## config.mk

```make
export PLATFORM = sky130hd
export DESIGN_NAME = dport_in
export DESIGN_NICKNAME = d
export VERILOG_FILES = /design/src/rtl/dport_in_pkg.sv /design/src/rtl/dport_in_fifo.sv /design/src/rtl/dport_in.sv
export SDC_FILE = /design/constraint.sdc
export NUM_CORES = 1
export LEC_CHECK = 0
export CAP_MARGIN = 15
export CORE_MARGIN = 2
export CORE_UTILIZATION = 57
export DETAILED_ROUTE_END_ITERATION = 7
export PLACE_DENSITY = 0.85
export REMOVE_ABC_BUFFERS = 1
export SLEW_MARGIN = 20
export SYNTH_ARGS = -nofsm -noshare
export SYNTH_HDL_FRONTEND = slang
export SYNTH_SLANG_ARGS = --single-unit
```

## constraint.sdc

```tcl
create_clock -name clk -period 4.26 [get_ports clk]
set_clock_uncertainty 0.1 [all_clocks]
set_input_delay 0.852 -clock clk [delete_from_list [all_inputs] [get_ports clk]]
set_output_delay 0.852 -clock clk [all_outputs]
set_load 0.02 [all_outputs]
```

## src/rtl/dport_in_pkg.sv

```systemverilog
// Shared constants and request decode for the debug input port.
// Address values and status bit positions also feed the output-port decode.
package dport_in_pkg;

    localparam logic [15:0] DPORT_DATA_ADDR = 16'h4000;
    localparam logic [15:0] DPORT_STAT_ADDR = 16'h4001;

    localparam int STAT_NE_BIT    = 0;
    localparam int STAT_FULL_BIT  = 1;
    localparam int STAT_UF_BIT    = 7;
    localparam int CTRL_FLUSH_BIT = 0;

    typedef struct packed {
        logic pop;
        logic stat;
        logic flush;
    } port_req_t;

    function automatic port_req_t decode_req(
        input logic [15:0] addr,
        input logic        re,
        input logic        we,
        input logic [7:0]  wdata,
        input logic [15:0] data_addr,
        input logic [15:0] stat_addr
    );
        port_req_t r;
        r.pop   = re && (addr == data_addr);
        r.stat  = re && (addr == stat_addr);
        r.flush = we && (addr == stat_addr) && wdata[CTRL_FLUSH_BIT];
        return r;
    endfunction

    function automatic logic [7:0] stat_byte(
        input logic not_empty,
        input logic full,
        input logic underflow
    );
        logic [7:0] s;
        s                = 8'h00;
        s[STAT_NE_BIT]   = not_empty;
        s[STAT_FULL_BIT] = full;
        s[STAT_UF_BIT]   = underflow;
        return s;
    endfunction

endpackage

```

## src/rtl/dport_in_fifo.sv

```systemverilog
// Byte FIFO with one push and up to two pops per cycle.
// Exposes head and head+1 so both core ports can pop together.
module dport_in_fifo #(
    parameter int AW = 4
) (
    input  logic        clk,
    input  logic        rst,
    input  logic        push,
    input  logic [7:0]  wdata,
    input  logic [1:0]  pops,
    input  logic        flush,
    output logic [7:0]  head,
    output logic [7:0]  head1,
    output logic [AW:0] count,
    output logic        full,
    output logic        empty
);

    logic [7:0]    mem_q [2**AW];
    logic [AW-1:0] rd_q, rd_d;
    logic [AW-1:0] wr_q, wr_d;
    logic [AW:0]   cnt_q, cnt_d;

    always_comb begin
        rd_d  = rd_q + AW'(pops);
        wr_d  = wr_q;
        cnt_d = cnt_q - (AW+1)'(pops);
        if (push) begin
            wr_d  = wr_q + AW'(1);
            cnt_d = cnt_d + (AW+1)'(1);
        end
        // Flush drops any same-cycle push; the byte was still handshaken.
        if (flush) begin
            rd_d  = wr_q;
            wr_d  = wr_q;
            cnt_d = '0;
        end
    end

    always_ff @(posedge clk or negedge rst) begin
        if (!rst) begin
            rd_q  <= '0;
            wr_q  <= '0;
            cnt_q <= '0;
        end else begin
            rd_q  <= rd_d;
            wr_q  <= wr_d;
            cnt_q <= cnt_d;
        end
    end

    always_ff @(posedge clk) begin
        if (push && !flush) begin
            mem_q[wr_q] <= wdata;
        end
    end

    assign head  = mem_q[rd_q];
    assign head1 = mem_q[rd_q + AW'(1)];
    assign count = cnt_q;
    assign full  = cnt_q[AW];
    assign empty = (cnt_q == '0);

endmodule

```

## src/rtl/dport_in.sv

```systemverilog
// Memory-mapped debug input port: host pushes bytes, core pops via 0x4000.
// Read data is registered and zero when this block was not selected.
module dport_in
    import dport_in_pkg::*;
#(
    parameter int          DEPTH_LOG2 = 4,
    parameter logic [15:0] DATA_ADDR  = DPORT_DATA_ADDR,
    parameter logic [15:0] STAT_ADDR  = DPORT_STAT_ADDR
) (
    input  logic        clk,
    input  logic        rst,
    input  logic [15:0] addr1,
    input  logic [15:0] addr2,
    input  logic        re1,
    input  logic        re2,
    input  logic        we1,
    input  logic        we2,
    input  logic [7:0]  data_in1,
    input  logic [7:0]  data_in2,
    output logic [7:0]  data_out1,
    output logic [7:0]  data_out2,
    input  logic [7:0]  in_data,
    input  logic        in_valid,
    output logic        in_ready
);

    localparam int CW = DEPTH_LOG2 + 1;

    port_req_t     req1, req2;
    logic [7:0]    head, head1;
    logic [CW-1:0] count;
    logic          full, empty;
    logic          push, flush;
    logic [1:0]    pops;
    logic          uf_set, uf_clr;
    logic [7:0]    stat;
    logic          uf_q, uf_d;
    logic [7:0]    dout1_q, dout1_d;
    logic [7:0]    dout2_q, dout2_d;

    dport_in_fifo #(.AW(DEPTH_LOG2)) u_fifo (
        .clk   (clk),
        .rst   (rst),
        .push  (push),
        .wdata (in_data),
        .pops  (pops),
        .flush (flush),
        .head  (head),
        .head1 (head1),
        .count (count),
        .full  (full),
        .empty (empty)
    );

    always_comb begin
        req1 = decode_req(addr1, re1, we1, data_in1,
                          DATA_ADDR, STAT_ADDR);
        req2 = decode_req(addr2, re2, we2, data_in2,
                          DATA_ADDR, STAT_ADDR);
        push    = in_valid && !full;
        flush   = req1.flush || req2.flush;
        stat    = stat_byte(!empty, full, uf_q);
        dout1_d = 8'h00;
        dout2_d = 8'h00;
        pops    = 2'd0;
        uf_set  = 1'b0;
        uf_clr  = req1.stat || req2.stat || flush;
        if (req1.pop) begin
            if (!empty) begin
                dout1_d = head;
                pops    = 2'd1;
            end else begin
                uf_set = 1'b1;
            end
        end
        // Port 2 takes the byte behind whatever port 1 consumed.
        if (req2.pop) begin
            if (req1.pop && count >= CW'(2)) begin
                dout2_d = head1;
                pops    = 2'd2;
            end else if (!req1.pop && !empty) begin
                dout2_d = head;
                pops    = 2'd1;
            end else begin
                uf_set = 1'b1;
            end
        end
        if (req1.stat) dout1_d = stat;
        if (req2.stat) dout2_d = stat;
        uf_d = uf_clr ? 1'b0 : uf_q;
        if (uf_set) uf_d = 1'b1;
    end

    always_ff @(posedge clk or negedge rst) begin
        if (!rst) begin
            uf_q    <= 1'b0;
            dout1_q <= 8'h00;
            dout2_q <= 8'h00;
        end else begin
            uf_q    <= uf_d;
            dout1_q <= dout1_d;
            dout2_q <= dout2_d;
        end
    end

    assign data_out1 = dout1_q;
    assign data_out2 = dout2_q;
    assign in_ready  = !full;

endmodule
```

---- Word level (Yosys, flattened, before mapping) ----
Memories as Yosys holds them, arrays and structs flattened.
Index checks and enable logic that the tools add are counted.
storage, ports and cells
  input port bits ......................... 63
  memories ................................ 1
  word-level logic and storage cells ...... 64
  RAM bits ................................ 128
  output and inout port bits .............. 17
  register bits ........................... 30
cells by class
  eq/ne operators ......................... 4
  muxes and demuxes ....................... 24
  reduce and logical (&&, ||, !) cells .... 22
  $add $sub $neg .......................... 5
  magnitude comparators ................... 1
  bitwise gates (word level) .............. 1
memory list
  name          depth  width  rd ports  clocked after memory_dff  wr ports  line                 text
  u_fifo.mem_q  16     8      2         0                         1         dport_in_fifo.sv:19  logic [7:0] mem_q [2**AW];
operator list
  operator              count
  $eq 16x15->1 const B  4
  $mux 8                7
  $logic_and 1x1->1     12
  $mux 1                10
  $mux 5                2
  $add 4x1->4 const B   2
  $mux 2                4
  $add 5x1->5 const B   1
  $ge 5x2->1 const B    1
  $logic_not 5->1       1
  $sub 5x2->5           1
  $add 4x2->4           1
  $logic_not 1->1       4
  $mux 4                1
  $logic_or 1x1->1      3
  $reduce_and 2->1      1
  $reduce_bool 2->1     1
  $not 1->1             1

---- Depth between registers and ports, before layout ----
  depth after elaboration ................. 11
  depth in mapped cells ................... 13
  depth with buffers taken out ............ 13

---- By module ----
From an unflattened synthesis, not the netlist that was laid out.
second synthesis, totals
  cell total of the unflattened synthesis .. 463
  area, all modules ....................... 7895.1 um^2
by module, submodules not included
  module         area each (um^2)  seq. area each (um^2)  cells an instance  instances
  dport_in_fifo  6977.9            4169.0                 387                1
  dport_in       917.1             425.4                  76                 1

---- Worst setup path before layout ----
Ideal clock, no wire load.
  kind .................................... input-to-reg
  start ................................... input port addr1[5]
  end ..................................... register u_fifo.cnt_q[4], in the netlist u_fifo.count[4]
  library setup time ...................... 0.086 ns
  path slack .............................. 0.762 ns
  required time ........................... 4.074 ns
  buffers on the path ..................... 0
  stages .................................. 11
  arrival ................................. 3.312 ns
  cell sequence ........................... or3_1 > and4b_1 > nand2_1 > a211oi_1 > ha_1 > inv_1 > fa_1 > ha_1 > o2111ai_1 > and3_1 > nor3_1
between the ends
  word-level cells in the longest chain between the ends .. 11
  elaborated cells between the ends (all ways) .. 17
  classes of those cells .................. add/sub: 2; eq/ne: 2; mux: 6; reduce/logical: 7
RTL lines
  element               line                 text
  start, declared       dport_in.sv:12       input logic [15:0] addr1,
  $eq 16x15->1          dport_in_pkg.sv:28   r.pop = re && (addr == data_addr);
  $logic_and 1x1->1     dport_in_pkg.sv:28
  $logic_not 1->1       dport_in.sv:81       end else if (!req1.pop && !empty) begin
  $logic_and 1x1->1     dport_in.sv:81
  $mux 2                dport_in.sv:81
  $mux 2                dport_in.sv:78       if (req1.pop && count >= CW'(2)) begin
  $mux 2                dport_in.sv:77       if (req2.pop) begin
  $sub 5x2->5           dport_in_fifo.sv:27  cnt_d = cnt_q - (AW+1)'(pops);
  $add 5x1->5           dport_in_fifo.sv:30  cnt_d = cnt_d + (AW+1)'(1);
  $mux 5                dport_in_fifo.sv:28  if (push) begin
  $mux 5 *              dport_in_fifo.sv:33  if (flush) begin
  net u_fifo.cnt_d[4]   dport_in_fifo.sv:22  logic [AW:0] cnt_q, cnt_d;
  end signal, assigned  dport_in_fifo.sv:48  cnt_q <= cnt_d;
  end, declared         dport_in_fifo.sv:22
Mark *: on every way through the listed nets, which the timed path passes. The rest lies on a longest branch.
A chain may end at the register's enable or synchronous reset.

---- Worst setup path after layout ----
  start ................................... input port addr2[1]
  end ..................................... register u_fifo.cnt_q[4], in the netlist u_fifo.count[4]
between the ends
  word-level cells in the longest chain between the ends .. 7
  elaborated cells between the ends (all ways) .. 11
  classes of those cells .................. add/sub: 2; eq/ne: 2; mux: 3; reduce/logical: 4
RTL lines
  element              line                 text
  start, declared      dport_in.sv:13       input logic [15:0] addr2,
  $eq 16x15->1         dport_in_pkg.sv:28
  $logic_and 1x1->1    dport_in_pkg.sv:28
  $mux 2               dport_in.sv:77
  $sub 5x2->5          dport_in_fifo.sv:27
  $add 5x1->5          dport_in_fifo.sv:30
  $mux 5               dport_in_fifo.sv:28
  $mux 5 *             dport_in_fifo.sv:33
  net u_fifo.cnt_d[4]  dport_in_fifo.sv:22
Marks and branches as above.

==> results.yml <==
status:
  status: "finished clean"
yosys:
  yosys_warnings: 0
  synth_cell_types: 55
  synth_seq_area_share_pct: 58.9
  yosys.area.top_type_share_pct: 49.2
  mappedNetlistArea_mm2: 0.00780
  synthCells: 479
  yosysMostFrequentCell: "edfxtp_1"
  synth-edff-count: 128
  ys_ff_latch: 158
  synthTopCellsByArea: "edfxtp_1 49%, mux4_2 16%, dfrtp_1 9.6%"
  synthTopCellsByCount: "128 x edfxtp_1, 55 x mux4_2, 42 x nand2_1"
  ys.flop_type: "edfxtp_1"
  synth_top_area_cell: "edfxtp_1"
  avgSynthCellArea_um2: 16.3
  async_flop_share_pct: 19.0
detailed_routing:
  drt_iter0_markers: 518
  drt-pass1-iter-count: 5
  post_drt_wl_per_cell_um: 25.2
  antenna_left: 0
  drc: 0
  vias_per_cell: 6.64
  vias: 5026
  route.final.wire_length_mm: 19.1
global_routing:
  grt_pass1_wl_mm: 28.9
  grt_max_degree: 66
  grt_pass1_vias: 5151
  overflow: 0
  antenna_found_initial: 0
  grtUsageTotal_pct: 27.5
floorplanning:
  die_y_um: 121
  pin_count: 80
  dieArea_mm2: 0.0146
  initial_core_util_pct: 58.7
  core_area_mm2: 0.0133
  row_count: 42
  die_w_um: 121
final_layout:
  fill_cells: 799
  n_antenna_cell: 0
  postLayoutCellArea_mm2: 0.00931
  drive_gt1_share_pct: 23.6
  fin_util_pct: 70.0
  nets: 643
  areaGrowthSynthToFinish_pct: 19.3
clock_network:
  cts_made_buffers: 17
  cts.sinks: 158
  clk_latency_ns: 0.42
  cts-resized-gates: 0
  hold_buffers: 0
  clk_path_buf_depth: 2
  htree_levels: 4
  ctsRootBufferMaster: "clkbuf_16"
  clkSlewWorstSetupHoldPaths_ns: 0.06
  cts_tree: "built"
  post_cts_buffers: 0
worst_setup_path:
  critPathMaxStageDelay_ns: 0.43
  cp_slowest_cell: "clkdlybuf4s50_1"
  r2r_cells: 11
  crit_path_cell_trace: "clkdlybuf4s50_1, nor4_1, nand4_1, or2_2, a211oi_1, ha_1, inv_1, fa_1, xnor2_1, o2111ai_1, and3_1, nor3_1"
  r2r_start: "u_fifo.count[1]"
  start_kind: "primary input"
  worst-r2r-setup-slack_ns: 0.91
  cp_max_fo: 3
  critPathRequiredTime_ns: 4.49
  worstSetupEndpointType: "flop"
  crit_family: "simple AND/OR/NAND/NOR gates"
  arrival_ns: 4.06
  r2r-end: "u_fifo.count[4]"
  cp_num_buf_inv: 2
  path_class: "primary input to flop"
timing:
  setup_violations: 0
  finalCritPeriodShare_pct: 89.8
  layout_setup_ws_ns: 0.434
  worstMarginPinSlew_ns: 1.03
  rsz0062_at_grt: "false"
  clock.fmax_ghz: 0.261
  max_slew_margin_pct: 31.2
  hold_slack_ns: 0.290
  period_needed_ns: 3.83
  slew_viol_final: 0
  finalHoldViolCount: 0
place:
  dp_slack_ns: 0.00551
  portBuffers: 65
  dp_hpwl_mm: 12.5
  post_dp_cell_area_mm2: 0.00877
  place_congestion: 0.868
power:
  power.density_mw_per_mm2: 340
  p_leak_nw: 3.31
  ir_drop_uv: 333
run:
  maxCapViolations: 0
worst_hold_path:
  min_path_type: "primary input to async pin"
==> metrics by stage <==
step	cells	power, mW	setup TNS, ns
final	757	3.16	0
after global routing	757	3.25	0
after CTS	757	3.17	0
after detailed placement	725	1.80	0
after global placement	725	1.79	0
after floorplan	451	1.73	-0.167
==> layout make-up <==
class                      count  area, um2  share of cell area, %
clock buffer                  20        447                   4.80
multi-input combinational    281       3010                   32.3
timing repair buffer          98        893                   9.60
sequential                   158       4600                   49.4
tap                          176        220                   2.37
clock inverter                12       97.6                   1.05
inverter                      12       45.0                  0.484
==> worst reg2reg max path, cell delays in order (launching register included) <==
cell,delay (ns)
dfrtp_1,0.42
or4_4,0.59
nand2b_4,0.14
clkinv_1,0.10
a211oi_1,0.36
ha_1,0.24
inv_1,0.06
fa_1,0.43
xnor2_1,0.32
o2111ai_1,0.19
and3_1,0.20
nor3_1,0.13
==> worst max path at each step <==
stage | start | endpoint | slack, ns | depth (start not counted)
after detailed placement | addr2[1] | u_fifo.count[4] | 0.006 | 12
after floorplan | u_fifo.rd_q[0] | data_out2[0] | -0.17 | 6
after global placement | addr1[5] | u_fifo.count[4] | 0.18 | 12
final | addr2[1] | u_fifo.count[4] | 0.43 | 12
after global routing | addr1[13] | u_fifo.count[4] | 0.19 | 12
after CTS | addr2[1] | u_fifo.count[4] | 0.43 | 12
==> sequential cells by signal, indices dropped and copies added, names as in the netlist <==
register,count
data_out1,8
data_out2,8
u_fifo.count,5
u_fifo.rd_q,4
u_fifo.mem_q,128
u_fifo.wr_q,4
uf_q,1
==> cell usage in the layout (no fill, tap or decap), types with 11 or more instances in the layout <==
cell / instances
nand2_1: 42
edfxtp_1: 128
buf_4: 33
nand3_1: 12
nor2_1: 18
clkdlybuf4s50_1: 64
clkbuf_16: 17
mux4_2: 55
dfrtp_1: 29
nor3_1: 11
mux2i_1: 19
==> where the power goes <==
group          switching, mW  total [mW]  internal (mW)  leakage (nW)
clock network          0.582        1.39          0.810         0.257
registers            0.00280        1.68           1.67          1.55
logic                 0.0437      0.0928         0.0491          1.50
total                  0.629        3.16           2.53          3.31
==> layer usage <==
layer	share of wire, %	global-route usage (%)	vias up
met5	0	0	-
met4	4.0	14.0	0
met3	11	7.14	67
met2	49	43.6	315
met1	36	35.3	2539
li1	-	-	2105
==> kinds of logic after synthesis <==
logic type      synth area share, %
compound gates                 3.25
xor+xnor                       1.44
fa+ha+maj                      2.24
buf+inv                        2.89
flops                          58.9
mux                            22.2
simple gates                   9.11
No activity file was read; power rests on OpenSTA's default activity.
